--- config.mk ---
export PLATFORM = sky130hd
export DESIGN_NAME = fexpand
export DESIGN_NICKNAME = d
export VERILOG_FILES = /design/src/rtl/fexpand.sv
export SDC_FILE = /design/constraint.sdc
export NUM_CORES = 1
export LEC_CHECK = 0
export BUFFER_PORTS_ARGS = -buffer_cell sky130_fd_sc_hd__buf_4
export CAP_MARGIN = 20
export CORE_MARGIN = 3
export CORE_UTILIZATION = 48
export DETAILED_ROUTE_END_ITERATION = 10
export PLACE_DENSITY = 0.8
export SETUP_SLACK_MARGIN = 0.3
export SYNTH_ARGS = -nofsm -noshare
export SYNTH_HDL_FRONTEND = slang
export SYNTH_SLANG_ARGS = --single-unit
--- constraint.sdc ---
create_clock -name clk -period 2.8 [get_ports clk]
set_clock_uncertainty 0.2 [all_clocks]
set_input_delay 0.56 -clock clk [delete_from_list [all_inputs] [get_ports clk]]
set_output_delay 0.56 -clock clk [all_outputs]
set_load 0.02 [all_outputs]
--- src/rtl/fexpand.sv ---
// ---------------------------------------------------------------------------
// fexpand
// Operand front-end of the FPU datapath. Accepts a packed IEEE-754 operand,
// classifies it, re-biases the exponent into the wider internal format,
// restores the hidden bit and normalises subnormals one bit per cycle.
//
// Ports
//   clk, rst_n          clock, asynchronous active-low reset
//   valid_i / ready_o   packed operand handshake
//   operand_i           {sign, exponent, fraction}
//   rm_i                rounding mode, carried alongside the operand
//   valid_o / ready_i   unpacked result handshake
//   exponentR           internal biased exponent (bias 2^(IEW-1)-1)
//   significantR        {hidden bit, fraction, 3'b000}
//   signR, infR, nanR, snanR, zeroR   sign and class flags
//   rmR                 rounding mode belonging to the result
// ---------------------------------------------------------------------------
module fexpand #(
   parameter int FW  = 23,
   parameter int EW  = 8,
   parameter int IFW = 26,
   parameter int IEW = 10
) (
   input  logic             clk,
   input  logic             rst_n,
   input  logic             valid_i,
   output logic             ready_o,
   input  logic [EW+FW:0]   operand_i,
   input  logic [2:0]       rm_i,
   output logic             valid_o,
   input  logic             ready_i,
   output logic [IEW-1:0]   exponentR,
   output logic [IFW:0]     significantR,
   output logic             signR,
   output logic             infR,
   output logic             nanR,
   output logic             snanR,
   output logic             zeroR,
   output logic [2:0]       rmR
);

   // Difference between the internal and packed biases.
   localparam logic [IEW-1:0] OFF     = IEW'((1 << (IEW-1)) - (1 << (EW-1)));
   localparam logic [IEW-1:0] SUB_EXP = IEW'((1 << (IEW-1)) - (1 << (EW-1)) + 1);

   typedef enum logic [1:0] {IDLE, NORM, HOLD} state_t;

   state_t          r_state;
   state_t          w_nextState;

   logic [IEW-1:0]  r_exp;
   logic [IFW:0]    r_sig;
   logic            r_sign;
   logic            r_inf;
   logic            r_nan;
   logic            r_snan;
   logic            r_zero;
   logic [2:0]      r_rm;

   logic            w_accept;
   logic [EW-1:0]   w_expField;
   logic [FW-1:0]   w_fracField;
   logic            w_signField;
   logic            w_expOnes;
   logic            w_expZero;
   logic            w_fracZero;
   logic            w_subnormal;
   logic [IEW-1:0]  w_expLoad;
   logic [IFW:0]    w_sigLoad;

   // Field split and class predicates of the incoming operand.
   assign w_signField = operand_i[EW+FW];
   assign w_expField  = operand_i[EW+FW-1:FW];
   assign w_fracField = operand_i[FW-1:0];
   assign w_expOnes   = &w_expField;
   assign w_expZero   = ~|w_expField;
   assign w_fracZero  = ~|w_fracField;
   assign w_subnormal = w_expZero & ~w_fracZero;

   // Values loaded into the exponent/significand registers at acceptance.
   // Subnormals start at OFF+1 with no hidden bit and are shifted up in NORM.
   always_comb begin
      w_expLoad = {{(IEW-EW){1'b0}}, w_expField} + OFF;
      w_sigLoad = {1'b1, w_fracField, 3'b000};
      if (w_expOnes) begin
         w_expLoad = '1;
      end else if (w_expZero) begin
         if (w_fracZero) begin
            w_expLoad = '0;
            w_sigLoad = '0;
         end else begin
            w_expLoad = SUB_EXP;
            w_sigLoad = {1'b0, w_fracField, 3'b000};
         end
      end
   end

   // State register.
   always_ff @(posedge clk or negedge rst_n) begin
      if (!rst_n) begin
         r_state <= IDLE;
      end else begin
         r_state <= w_nextState;
      end
   end

   // Next-state logic. HOLD can accept a new operand on the same edge the
   // current result is consumed, giving one result per cycle when streaming.
   always_comb begin
      w_nextState = r_state;
      case (r_state)
         IDLE: begin
            if (valid_i) begin
               w_nextState = w_subnormal ? NORM : HOLD;
            end
         end
         NORM: begin
            if (r_sig[IFW-1]) begin
               w_nextState = HOLD;
            end
         end
         HOLD: begin
            if (ready_i) begin
               if (valid_i) begin
                  w_nextState = w_subnormal ? NORM : HOLD;
               end else begin
                  w_nextState = IDLE;
               end
            end
         end
         default: w_nextState = IDLE;
      endcase
   end

   // Handshake outputs derived from the state.
   always_comb begin
      ready_o  = (r_state == IDLE) | ((r_state == HOLD) & ready_i);
      valid_o  = (r_state == HOLD);
      w_accept = valid_i & ready_o;
   end

   // Result registers: loaded at acceptance, shifted during NORM, otherwise
   // held so the outputs stay stable under backpressure.
   always_ff @(posedge clk or negedge rst_n) begin
      if (!rst_n) begin
         r_exp  <= '0;
         r_sig  <= '0;
         r_sign <= 1'b0;
         r_inf  <= 1'b0;
         r_nan  <= 1'b0;
         r_snan <= 1'b0;
         r_zero <= 1'b0;
         r_rm   <= '0;
      end else if (w_accept) begin
         r_exp  <= w_expLoad;
         r_sig  <= w_sigLoad;
         r_sign <= w_signField;
         r_inf  <= w_expOnes & w_fracZero;
         r_nan  <= w_expOnes & ~w_fracZero;
         r_snan <= w_expOnes & ~w_fracZero & ~w_fracField[FW-1];
         r_zero <= w_expZero & w_fracZero;
         r_rm   <= rm_i;
      end else if (r_state == NORM) begin
         r_sig  <= r_sig << 1;
         r_exp  <= r_exp - IEW'(1);
      end
   end

   assign exponentR    = r_exp;
   assign significantR = r_sig;
   assign signR        = r_sign;
   assign infR         = r_inf;
   assign nanR         = r_nan;
   assign snanR        = r_snan;
   assign zeroR        = r_zero;
   assign rmR          = r_rm;

endmodule
# After elaboration in Yosys (flattened, before gate mapping)

Cells that the tools add are included.

Register bits after elaboration: 47
Bits of input ports: 39
Output and inout port bits: 47
Word-level logic and storage cells: 49

$add $sub $neg: 2
Eq/ne operators: 5
Multiplexer cells: 16
Bitwise gates (word level): 9
Reductions and logical operators: 8

Operator list:

| kind                  | count |
|---|---|
| $mux 27               | 4 |
| $mux 10               | 4 |
| $mux 26               | 1 |
| $reduce_or 23->1      | 1 |
| $add 8x9->10 const B  | 1 |
| $mux 2                | 5 |
| $sub 10x1->10 const B | 1 |
| $mux 9                | 1 |
| $reduce_and 8->1      | 1 |
| $reduce_or 8->1       | 1 |
| $and 1x1->1           | 7 |
| $pmux 2 s3            | 1 |
| $ne 2x2->1 const B    | 2 |
| $reduce_and 3->1      | 1 |
| $eq 2x1->1 const B    | 1 |
| $eq 2x2->1 const B    | 1 |
| $logic_not 1->1       | 2 |
| $logic_not 2->1       | 1 |
| $ne 2x1->1 const B    | 1 |
| $reduce_bool 2->1     | 1 |
| $not 1->1             | 1 |
| $or 1x1->1            | 1 |

# Logic depth before layout (Yosys ltp)

Gate-level depths: netlist of run 1.

Word-level depth: 7
Mapped depth: 7
Depth with buffers taken out: 6

# Worst setup path after synthesis of run 1

Ideal clock, no wire load.

Kind: reg-to-reg
Start: register r_exp[4] (netlist: exponentR[4])
End: register r_exp[9] (netlist: exponentR[9])
Library setup time: 126 ps
Data arrival time: 1987 ps
Required time: 2474 ps
Slack: 487 ps
Stages on the path, launching flop included: 5
Buffers on the path: 0
Clock period less this slack: 2313 ps
Cell sequence: dfrtp_1 -> or4_4 -> or4_4 -> a21bo_1 -> a221o_1

Longest elaborated chain between the ends: 3

Ends and longest elaborated chain:

| element                | RTL line | text |
|---|---|---|
| from (decl)            | 51       | `logic [IEW-1:0] r_exp;` |
| from (signal assigned) | 155      | `r_exp <= w_expLoad;` |
| from (signal assigned) | 165      | `r_exp <= r_exp - IEW'(1);` |
| $sub 10x1->10          | 165      |  |
| $mux 10                | 163      | `end else if (r_state == NORM) begin` |
| $mux 10                | 154      | `end else if (w_accept) begin` |

Every way passes these cells. The select of a mux whose other input is x is not followed.
A chain may end at the register's enable or synchronous reset.

# Worst setup path after layout of run 1

Same ends and word-level chain as after synthesis.

==> run_results.csv, run 1 <==
group,metric,value,unit
run_status,status,"completed",
logic_synthesis,yosys.area.top_type,"dfrtp_1",
cts,clock_sinks,44,
cts,clk_pin_slew,0.08,ns
logic_synthesis,synthSimpleGateAreaFrac,23.9,%
setup_path,path_class,"reg2reg",
pwr,vdd_drop_max,354,uV
pwr,power.total,1690,uW
logic_synthesis,syn_avg_cell_area,9.05,um^2
logic_synthesis,synth_edf_count,0,
sta,fmax,440,MHz
run,cap_violations,0,
logic_synthesis,synthMuxAreaShare,0.483,%
cts,clkLatencyLatePin,0.29,ns
sta,relSlewSlack,52.3,%
cts,cts_resized,0,
setup_path,crit_path_max_fanout,6,
pwr,leakagePower,0.00132,uW
drt,vias,2036,
die,io_pins,86,
sta,setup_tns,0,ns
final_layout,final_util,69.1,%
drt,wl_per_cell,15.2,um
setup_path,required,2.79,ns
setup_path,worstSetupEndpointType,"register",
global_routing,antenna_found_initial,0,
setup_path,start_kind,"register",
cts,post-cts-setup-buffers,0,
drt,antenna_violating_nets_post_route,0,
logic_synthesis,syn_area,2070,um^2
cts,cts_tree,"built",
cts,cts_hold_buf,0,
placement,dpl.hpwl,4080,um
die,core_area,4090,um^2
sta,worstMarginPinSlew,0.716,ns
cts,cts_max_path_buffers,2,
sta,finalHoldViolCount,0,
final_layout,regArea,1100,um^2
die,dieArea,5140,um^2
logic_synthesis,synthXorXnorAreaFrac,1.27,%
drt,dr.pass1.iters,5,
final_layout,nNetsFinal,350,
cts,cts_made_buffers,5,
global_routing,track_usage,22.0,%
drt,viasPerCell,5.66,
pwr,power_density,597,nW/um^2
global_routing,grt_max_degree,45,
final_layout,multi_input_area,892,um^2
sta,rsz0062_at_grt,"no",
logic_synthesis,async_flop_share,100,%
logic_synthesis,yosys.area_share.adder,0.604,%
drt,routed_wl,5480,um
final_layout,antenna-diode-count,0,
logic_synthesis,dominantRegCellSynth,"dfrtp_1",
global_routing,grt_pass1_vias,1936,
global_routing,grt_pass1_wl,9050,um
cts,cts-root-buf,"clkbuf_8",
logic_synthesis,ys_ff_latch,44,
global_routing,grt-ovfl-total,0,
drt,drt_iter0_drc,121,
logic_synthesis,yosys.area.top_type_share,53.1,%
logic_synthesis,synth-seq-area-share,53.1,%
logic_synthesis,synth_compound_area_share,16.2,%
logic_synthesis,synth_top_family_by_area,"simple AND/OR/NAND/NOR gates",
final_layout,final_layout_size_suffix_gt1_share,31.3,%
cts,h-tree-depth,2,
logic_synthesis,yosys-top-cells-area,"dfrtp_1, nor2_1, o22ai_1, nand2_1, nor4_1",
sta,finalCriticalPeriod,2.27,ns
logic_synthesis,synth_cell_types,36,
sta,finalSetupViolations,0,
placement,gp_congestion,0.841,
setup_path,crit_arrival,2.26,ns
sta,period_share,81.2,%
die,initial_core_util,50.7,%
final_layout,fillers,365,
drt,drc,0,
worst_hold_path,min_path_type,"in2async",
die,fp-row-count,23,
placement,io_buffers,82,
logic_synthesis,synthCells,229,
die,die_h,71.7,um
die,die_w,71.7,um
sta,finalMaxSlewViolations,0,
final_layout,area_growth,36.3,%
logic_synthesis,ys_warn_count,0,
[cell usage in the layout (no fill, tap or decap), types with 4 or more instances in the layout]
cell type  instances
inv_1              5
buf_4             87
a221o_1            4
o21ai_0            8
nand2_1           28
nor4_1             9
clkbuf_8           7
dfrtp_1           44
nor2_1            49
o22ai_1           23
nor3_1             7
[cell usage after synthesis (2+ instances only)]
cell type  number
xnor2_1         3
a21oi_1         2
a22o_1          2
nand4_1         2
nor4_1          9
or4_4           2
o21ai_0         8
nand2_1        28
a21o_1          2
dfrtp_1        44
nor2b_1         3
nor2_1         49
a31oi_1         2
buf_4           3
nor3_1          7
inv_1           5
clkbuf_1       11
o22ai_1        23
a221o_1         4
nand2b_1        3
a22oi_1         2
[report_power, final]
| part | internal, uW | switching, uW |
|---|---|---|
| sequential | 715 | 74.0 |
| clock | 220 | 206 |
| combinational | 211 | 261 |
[layer usage]
metal,vias up,part of all wire [%],GRT usage [%]
met2,86,46,34.2
met3,7,10,7.29
li1,966,-,-
met4,0,1.2,6.26
met1,977,42,29.5
met5,-,0,0
[sequential cells by signal, summed over array words and instances (netlist names)]
| signal | count |
|---|---|
| exponentR | 10 |
| zeroR | 1 |
| r_state | 2 |
| significantR | 24 |
| rmR | 3 |
| snanR | 1 |
| nanR | 1 |
| signR | 1 |
| infR | 1 |
[stage by stage]
step,std cells,setup WS (ns),hold slack (ns),area [um^2]
4_1_cts,360,0.522,0.0642,2820
5_1_grt,360,0.462,0.0803,2820
2_1_floorplan,231,0.487,0.0644,2080
3_3_place_gp,353,0.566,0.260,2730
6_report,360,0.526,0.0469,2820
3_5_place_dp,353,0.534,0.264,2730
[worst paths after layout]
kind / start / end / slack [ns] / cells after the start
setup / recovery: exponentR[4]$_DFFE_PN0P_ / exponentR[9]$_DFFE_PN0P_ / 0.53 / 4
hold / removal: rst_n / exponentR[6]$_DFFE_PN0P_ / 0.05 / 1
setup reg to reg: exponentR[4]$_DFFE_PN0P_ / exponentR[9]$_DFFE_PN0P_ / 0.53 / 4
hold reg to reg: signR$_DFFE_PN0P_ / signR$_DFFE_PN0P_ / 0.28 / 2
max in group asynchronous: rst_n / significantR[9]$_DFFE_PN0P_ / 1.98 / 1
min in group clk: rm_i[1] / rmR[1]$_DFFE_PN0P_ / 0.26 / 3
[area by class of cell]
class	count	share of cell area, %
Clock buffer	7	3.41
Sequential cell	44	39.0
Inverter	5	0.665
Tap cell	50	2.22
Multi-Input combinational cell	167	31.6
Timing Repair Buffer	87	23.1
[critical path, cell delays in order (launching register included)]
cell and delay, ns:
dfrtp_1 0.43, or4_4 0.56, or4_4 0.49, a21bo_1 0.20
a221o_1 0.28
[cell families (layout without fill, tap and decap cells)]
kind of cell / count (synthesis) / count (layout)
and+or+nand+nor: 109 / 109
muxes: 1 / 1
adders and majority gates: 1 / 1
AOI/OAI and AO/OA: 50 / 50
DFF: 44 / 44
xor gates and xnor gates: 3 / 3
buffers and inverters: 20 / 99
other: 1 / 3
No activity file was read; power rests on OpenSTA's default activity.
==> run 2: changes to the inputs <==
--- a/config.mk
+++ b/config.mk
@@ -5,12 +5,13 @@
 export SDC_FILE = /design/constraint.sdc
 export NUM_CORES = 1
 export LEC_CHECK = 0
+export ABC_AREA = 1
 export BUFFER_PORTS_ARGS = -buffer_cell sky130_fd_sc_hd__buf_4
 export CAP_MARGIN = 20
 export CORE_MARGIN = 3
 export CORE_UTILIZATION = 48
 export DETAILED_ROUTE_END_ITERATION = 10
-export PLACE_DENSITY = 0.8
+export PLACE_DENSITY = 0.79
 export SETUP_SLACK_MARGIN = 0.3
 export SYNTH_ARGS = -nofsm -noshare
 export SYNTH_HDL_FRONTEND = slang
==> constraint.sdc (replaced) <==
create_clock -name clk -period 2.2 [get_ports clk]
set_clock_uncertainty 0.2 [all_clocks]
set_input_delay 0.44 -clock clk [delete_from_list [all_inputs] [get_ports clk]]
set_output_delay 0.44 -clock clk [all_outputs]
set_load 0.02 [all_outputs]
==> run_results.csv, run 2 <==
group,metric,value,unit
drt,routed_wl,5840,um
sta,worstMarginPinSlew,0.545,ns
sta,setup_tns,0,ns
run,cap_violations,0,
placement,dpl.hpwl,4300,um
sta,rsz0062_at_grt,"yes",
setup_path,path_class,"reg2reg",
logic_synthesis,async_flop_share,100,%
setup_path,path_cells,"nand2_1, nand2_1, inv_2, nand2_4, nand2_4, inv_2, nand2_1, o221ai_1",
global_routing,grt-ovfl-total,0,
logic_synthesis,synthCells,280,
cts,cts-root-buf,"clkbuf_8",
final_layout,area_growth,33.7,%
setup_path,crit_arrival,1.74,ns
global_routing,grt_max_degree,45,
die,die_w,73.9,um
pwr,vdd_drop_max,450,uV
final_layout,final_util,67.0,%
logic_synthesis,syn_avg_cell_area,7.90,um^2
logic_synthesis,syn_area,2210,um^2
final_layout,final_common_cell,"buf_4",
cts,cts_made_buffers,5,
drt,drt_iter0_drc,103,
cts,clkLatencyLatePin,0.30,ns
pwr,power_density,774,nW/um^2
worst_hold_path,min_path_type,"in2reg",
pwr,leakagePower,0.00147,uW
global_routing,track_usage,21.6,%
sta,finalHoldViolCount,0,
setup_path,path_common_cell,"nand2_1",
cts,h-tree-depth,2,
logic_synthesis,synth_most_common_cell,"nand2_1",
setup_path,cp-startpoint,"r_state[1]$_DFFE_PN0P_",
logic_synthesis,dominantRegCellSynth,"dfrtp_1",
global_routing,grt_pass1_wl,9120,um
sta,relSlewSlack,63.7,%
final_layout,regArea,1100,um^2
final_layout,stdcell_count,416,
logic_synthesis,ys_warn_count,0,
drt,antenna_violating_nets_post_route,0,
drt,viasPerCell,5.30,
placement,io_buffers,82,
cts,clock_sinks,44,
final_layout,antenna-diode-count,0,
placement,dpl.cell_count,405,
logic_synthesis,yosys-top-cells-area,"dfrtp_1, nand2_1, nor2_1, o22ai_1, nand3_1",
global_routing,grt_pass1_vias,2001,
die,dieArea,5460,um^2
global_routing,antenna_found_initial,0,
logic_synthesis,synth_cell_types,30,
die,initial_core_util,50.1,%
drt,vias,2205,
final_layout,multi_input_area,956,um^2
cts,cts_tree,"built",
sta,fmax,564,MHz
logic_synthesis,synth_edf_count,0,
final_layout,fillers,397,
setup_path,start_kind,"register",
logic_synthesis,yosys.area.top_type,"dfrtp_1",
cts,cts_max_path_buffers,2,
setup_path,r2r_start,"r_state[1]$_DFFE_PN0P_",
run_status,status,"completed",
die,io_pins,86,
logic_synthesis,synth-seq-area-share,49.8,%
logic_synthesis,ys_ff_latch,44,
sta,finalSetupViolations,0,
sta,worst_slack,0.428,ns
setup_path,crit_path_top_delay_cell,"dfrtp_1",
worst_hold_path,worstHoldStart,"operand_i[31]",
sta,finalCriticalPeriod,1.77,ns
placement,place_ws,0.291,ns
logic_synthesis,yosys.area.top_type_share,49.8,%
cts,clk_pin_slew,0.08,ns
drt,drc,0,
logic_synthesis,synthTopCellsByCount,"nand2_1, nor2_1, dfrtp_1",
final_layout,layout_common_cells,"buf_4, nand2_1, nor2_1, dfrtp_1, o22ai_1",
die,die_h,73.9,um
setup_path,required,2.17,ns
final_layout,nNetsFinal,403,
placement,gp_congestion,0.877,
setup_path,worstSetupEndpointType,"register",
drt,wl_per_cell,14.0,um
sta,finalMaxSlewViolations,0,
die,core_area,4410,um^2
setup_path,max_stage_delay,0.43,ns
drt,dr.pass1.iters,4,
final_layout,final_layout_size_suffix_gt1_share,28.0,%
sta,period_share,80.5,%
die,fp-row-count,24,
final_layout,largest_register_ffs,24,
setup_path,crit_path_max_fanout,29,
-- run 2: worst max-delay path, delay by kind of cell, from the launching register on --
| kind | cells | cell delay (ns) |
|---|---|---|
| DFF | 1 | 0.43 |
| AOI/OAI and AO/OA | 1 | 0.10 |
| and+or+nand+nor | 5 | 0.69 |
| buffers and inverters | 2 | 0.23 |
-- run 2: timing repair --
item                                    4_1_cts  5_1_grt
setup buffers                                 0        2
resized for setup                             0        1
hold buffers                                  1        0
endpoints found under the setup margin        0        2
hold endpoints to repair                     44        0
-- run 2: report_power, final --
part           leakage (uW)  internal, uW  switching (uW)
Clock             0.0000552           337             273
Combinational      0.000891           278             383
Sequential         0.000521           914             102
-- run 2: path summary, 6_finish.rpt --
kind | to | slack (ns) | depth (start not counted)
max reg2reg | exponentR[1]$_DFFE_PN0P_ | 0.43 | 8
max in group asynchronous | significantR[9]$_DFFE_PN0P_ | 0.96 | 2
max | exponentR[1]$_DFFE_PN0P_ | 0.43 | 8
min | signR$_DFFE_PN0P_ | 0.14 | 3
min in group asynchronous | significantR[4]$_DFFE_PN0P_ | 0.46 | 2
min reg2reg | rmR[2]$_DFFE_PN0P_ | 0.29 | 2
-- run 2: cells by family after synthesis --
logic type	Yosys count	synth area share (%)
adders and majority gates	1	0.566
xor gates and xnor gates	2	0.792
DFF	44	49.8
buffers and inverters	30	7.30
and+or+nand+nor	161	29.7
AOI/OAI and AO/OA	41	11.7
other	1	0.170
-- run 2: per-layer routing --
metal	up-vias	wire length (um)	share of wire (%)	global-route usage, %
met5	-	0	0	0
li1	1079	-	-	-
met2	83	2920	50	35.5
met1	1033	2430	42	28.4
met3	10	427	7.3	5.61
met4	0	69	1.2	5.63
-- run 2: through the flow --
stage	total power [uW]	hold WS (ns)	cell area, um^2
floorplan	1380	-0.0556	2220
global placement	1670	0.265	2820
detailed placement	1690	0.268	2820
CTS	2290	0.143	2940
global route	2400	0.142	2960
finish	2290	0.141	2960
-- run 2: cell type report --
class	instances	area share, %
flip-flops and latches	44	37.3
clock buffers	6	2.46
inverters	17	2.37
repair buffers	87	22.2
clock inverters	2	1.19
multi-input cells	208	32.3
well taps	52	2.20
